==> src/rtl/count_tracker.sv <==
// rtl/count_tracker.sv - mod-11 digit stream tracker with carry accumulation; optional err_count via COUNT_TRACKER_ERRCNT_EN
module count_tracker #(
    parameter int MODULO = 11,
    parameter int HIGH_W = 8
) (
    input  logic              clk,
    input  logic              rst,
    input  logic              in_valid,
    input  logic [3:0]        in_count,
    input  logic              in_carry,
    input  logic              in_dir,
    input  logic              resync,
    output logic [3:0]        low_count,
    output logic [HIGH_W-1:0] high_count,
    output logic              locked,
    output logic              err,
`ifdef COUNT_TRACKER_ERRCNT_EN
    output logic [7:0]        err_count,
`endif
    output logic              wrap
);

    localparam logic [3:0] LAST = 4'(MODULO - 1);
    localparam logic [HIGH_W-1:0] HIGH_MAX = {HIGH_W{1'b1}};

    typedef enum logic [1:0] {
        SYNC  = 2'd0,
        TRACK = 2'd1,
        ERR   = 2'd2
    } state_t;

    state_t state;

    logic [3:0] next_up;
    logic [3:0] next_down;
    logic       carry_up;
    logic       carry_down;
    logic       ref_ok;
    logic       step_ok;
    logic       acquiring;

    // Expected successor of the current digit in each direction, and whether the incoming sample matches
    always_comb begin
        next_up    = (low_count == LAST) ? 4'd0 : low_count + 4'd1;
        next_down  = (low_count == 4'd0) ? LAST : low_count - 4'd1;
        carry_up   = (low_count == LAST);
        carry_down = (low_count == 4'd0);
        ref_ok     = (in_count <= LAST);
        acquiring  = resync || (state == SYNC);
        if (in_dir)
            step_ok = ref_ok && (in_count == next_up) && (in_carry == carry_up);
        else
            step_ok = ref_ok && (in_count == next_down) && (in_carry == carry_down);
    end

    // Tracking state machine: acquire a reference, follow legal steps, latch errors until resync
    always_ff @(posedge clk) begin
        if (rst) begin
            state      <= SYNC;
            low_count  <= 4'd0;
            high_count <= '0;
            locked     <= 1'b0;
            err        <= 1'b0;
            wrap       <= 1'b0;
        end else begin
            wrap <= 1'b0;
            if (acquiring) begin
                // resync (or the first sample after it) takes this sample as the new reference
                err <= 1'b0;
                if (in_valid) begin
                    if (ref_ok) begin
                        low_count <= in_count;
                        state     <= TRACK;
                        locked    <= 1'b1;
                    end else begin
                        err    <= 1'b1;
                        state  <= ERR;
                        locked <= 1'b0;
                    end
                end else begin
                    state  <= SYNC;
                    locked <= 1'b0;
                end
            end else if (state == TRACK && in_valid) begin
                if (step_ok) begin
                    low_count <= in_count;
                    if (in_carry) begin
                        if (in_dir) begin
                            high_count <= high_count + HIGH_W'(1);
                            wrap       <= (high_count == HIGH_MAX);
                        end else begin
                            high_count <= high_count - HIGH_W'(1);
                            wrap       <= (high_count == '0);
                        end
                    end
                end else begin
                    err    <= 1'b1;
                    state  <= ERR;
                    locked <= 1'b0;
                end
            end
        end
    end

`ifdef COUNT_TRACKER_ERRCNT_EN
    logic bad_sample;

    // An illegal sample is one rejected while acquiring or tracking; samples ignored in ERR do not count
    always_comb begin
        bad_sample = 1'b0;
        if (in_valid) begin
            if (acquiring)
                bad_sample = !ref_ok;
            else if (state == TRACK)
                bad_sample = !step_ok;
        end
    end

    // Saturating error counter, survives resync and clears only on rst
    always_ff @(posedge clk) begin
        if (rst)
            err_count <= 8'd0;
        else if (bad_sample && err_count != 8'hFF)
            err_count <= err_count + 8'd1;
    end
`endif

endmodule

==> config.mk <==
export PLATFORM = sky130hd
export DESIGN_NAME = count_tracker
export DESIGN_NICKNAME = d
export VERILOG_FILES = /design/src/rtl/count_tracker.sv
export SDC_FILE = /design/constraint.sdc
export NUM_CORES = 1
export LEC_CHECK = 0
export CORE_MARGIN = 10
export CORE_UTILIZATION = 40
export CTS_CLUSTER_SIZE = 12
export DETAILED_ROUTE_END_ITERATION = 8
export PLACE_DENSITY_LB_ADDON = 0.15
export SYNTH_ARGS = -nofsm -noshare
export SYNTH_HDL_FRONTEND = slang
export SYNTH_SLANG_ARGS = --single-unit
==> constraint.sdc <==
create_clock -name clk -period 7.1 [get_ports clk]
set_clock_uncertainty 0.15 [all_clocks]
set_input_delay 1.42 -clock clk [delete_from_list [all_inputs] [get_ports clk]]
set_output_delay 1.42 -clock clk [all_outputs]
set_load 0.02 [all_outputs]
==> results.json <==
{
  "crit_path_end_kind": "flip-flop",
  "antenna_found_initial": 0,
  "port_buffers": 24,
  "cp.buffers_inverters": 2,
  "drc": 0,
  "power.leakage_nw": 0.612,
  "ys_ff_latch": 15,
  "boundaryPins": 25,
  "setup_viol": 0,
  "cts_setup_buffers": 0,
  "clockBufferDepth": 2,
  "pwr-share-comb_pct": 25.8,
  "synthFlopType": "dfxtp_1",
  "rows": 20,
  "critPathLaunchType": "input port",
  "gp_congestion": 0.809,
  "timing.rr.start": "low_count[0]",
  "power.density_mw_per_mm2": 123,
  "grt_pass1_vias": 1170,
  "crit_family": "compound AO/OA/AOI/OAI gates",
  "crit_end": "high_count[7]",
  "wl_um": 2970,
  "fp.dieH_um": 76.1,
  "grt_pass1_wl_um": 5260,
  "path_cells": "clkdlybuf4s50_1 > inv_1 > ha_1 > a21o_2 > a21oi_2 > a21oi_1 > o41ai_1 > xnor2_1 > or3_1 > a21oi_1",
  "fin_nets": 191,
  "holdBufCountCts": 0,
  "clk_latency_ns": 0.28,
  "start_util_pct": 41.5,
  "reg2reg_depth": 9,
  "numCtsBuffers": 3,
  "synth.largest_area_cell": "dfxtp_1",
  "area_growth_pct": 22.6,
  "synth.yosys.seq_area_share_pct": 23.9,
  "wl_per_cell_um": 13.9,
  "final_util_pct": 50.9,
  "synth_edf_count": 0,
  "reg2reg_slack_ns": 4.17,
  "globalRouteTotalUtil_pct": 10.5,
  "cts_root_buf": "clkbuf_4",
  "fin_crit_ns": 3.88,
  "rr_endpoint": "high_count[5]",
  "switching_share_pct": 30.4,
  "core_mm2": 0.00303,
  "via_per_inst": 5.16,
  "synth_warnings": 0,
  "syn_inst": 147,
  "outcome": "finished clean",
  "slowest_delay_ns": 0.58,
  "drt_iter0_markers": 77,
  "ys_types": 43,
  "hp-class": "reg -> reg",
  "antenna_left": 0,
  "finalCritPeriodShare_pct": 54.7,
  "cts_tree": "yes",
  "num_antenna_cells": 0,
  "finalMaxSlewViolations": 0,
  "finalSetupTns_ns": 0,
  "clockPowerShare_pct": 26.0,
  "critPathArrivalTime_ns": 3.93,
  "max_freq_ghz": 0.258,
  "synth_nets": 168,
  "grt-ovfl-total": 0,
  "dieArea_mm2": 0.00579,
  "chipWidth_um": 76.1,
  "crit_fanout": 8,
  "avgSynthCellArea_um2": 8.55,
  "synth_top_cell_area_share_pct": 23.9,
  "first_pass_iters": 4,
  "max-cap-violations": 0,
  "p_int_uw": 132,
  "grt_max_degree": 21,
  "vias": 1099,
  "cp_slowest_cell": "clkdlybuf4s50_1",
  "synth.top_cells.by_area": "dfxtp_1 24%, ha_1 10%, mux2i_1 8.0%, nand2b_1 7.0%, xnor2_1 7.0%",
  "path_clk_slew_ns": 0.09,
  "p_seq_share_pct": 48.2,
  "crit_type": "in -> reg",
  "worstHoldStart": "high_count[7]",
  "peakVddDrop_mv": 0.0634,
  "syn_area_mm2": 0.00126,
  "p_switching_uw": 57.9,
  "critPathMostFrequentCell": "a21oi_1",
  "crit_start": "in_dir",
  "slew_headroom_pct": 35.4,
  "rsz0062_at_grt": "no",
  "finalHoldViolCount": 0,
  "htreeDepth": 1,
  "clock-sinks": 15,
  "critPathRequiredTime_ns": 7.15,
  "cts_resized": 0,
  "cp_num_cells": 10,
  "worst_pin_slew_ns": 0.962,
  "hpwlAfterDp_um": 2350,
  "async_flop_share_pct": 0,
  "drive_above_1_share_pct": 8.28
}
## synthesized netlist by cell type, types with 2 or more instances
| master | instances |
|---|---|
| o21ai_1 | 2 |
| clkbuf_1 | 2 |
| nand2_1 | 3 |
| buf_4 | 2 |
| nand3b_1 | 3 |
| o21ai_0 | 7 |
| ha_1 | 10 |
| a21oi_1 | 7 |
| nor2b_1 | 3 |
| o21bai_1 | 2 |
| nand3_1 | 5 |
| inv_1 | 6 |
| xnor2_1 | 10 |
| nand2b_1 | 14 |
| mux2i_1 | 10 |
| nor2_1 | 12 |
| xor2_1 | 3 |
| a21o_1 | 2 |
| dfxtp_1 | 15 |
| o31a_1 | 2 |
| a21oi_2 | 3 |
| nor3_1 | 3 |
## flip-flops by register name, summed over array words and instances (netlist names)
name	count
high_count	8
wrap	1
locked	1
low_count	4
err	1
## worst min-delay path, delay by kind of cell, from the launching register on
family | cells | cell delay, ns
DFF | 1 | 0.35
AOI/OAI and AO/OA | 2 | 0.14
## layout by cell type (no fill, tap or decap), types with 2 or more instances in the layout
master and count:
clkdlybuf4s50_1 24, dfxtp_1 15, nand2b_1 14, nor2_1 12, xnor2_1 10, mux2i_1 10, ha_1 10, o21ai_0 7
a21oi_1 7, inv_1 6, nand3_1 5, nand3b_1 3, nand2_1 3, nor2b_1 3, xor2_1 3, a21oi_2 3
nor3_1 3, clkbuf_4 3, o21ai_1 2, o21bai_1 2, o31a_1 2, a21o_1 2
## layout make-up
class                           count  area (µm²)
Fill cell                         322        1490
Inverter                            6        22.5
Sequential cell                    15         300
Clock buffer                        3        22.5
Multi-Input combinational cell    120         896
Timing Repair Buffer               24         240
Tap cell                           44        55.1
Clock inverter                      1        5.00
## through the flow
stage	hold slack, ns	instance area, µm²	power (mW)	instances	setup slack [ns]
6_report	0.377	1540	0.190	213	3.22
5_1_grt	0.430	1540	0.203	213	2.99
3_5_place_dp	0.363	1510	0.143	209	2.91
4_1_cts	0.380	1540	0.193	213	3.20
2_1_floorplan	0.432	1260	0.127	147	3.74
3_3_place_gp	0.361	1510	0.142	209	3.00
## cells by family after synthesis
kind of cell / share of synthesized area, %
and+or+nand+nor: 25.3
AOI/OAI and AO/OA: 17.4
adders and majority gates: 11.5
xor gates and xnor gates: 9.05
buffers and inverters: 4.87
muxes: 7.96
DFF: 23.9
## power by group through the flow
stage	Sequential, mW	Clock (mW)	Combinational [mW]
final	0.0917	0.0494	0.0491
after global routing	0.0925	0.0563	0.0543
after CTS	0.0917	0.0515	0.0498
after detailed placement	0.0937	0	0.0497
after global placement	0.0935	0	0.0484
after floorplan	0.0933	0	0.0335
## worst min path at each step
stage / endpoint / depth (start not counted)
2_1_floorplan: high_count[7] / 2
5_1_grt: high_count[7] / 2
6_report: high_count[7] / 2
3_3_place_gp: high_count[7] / 2
4_1_cts: high_count[7] / 2
3_5_place_dp: high_count[7] / 2
## routing by layer
layer  global-route usage [%]  up-vias  wire length [µm]
met3                     2.24        2               102
met4                     4.83        0                27
met2                     18.7       12              1550
met5                        0        -                 0
li1                         -      566                 -
met1                     11.4      519              1280
No activity file was read; power rests on OpenSTA's default activity.
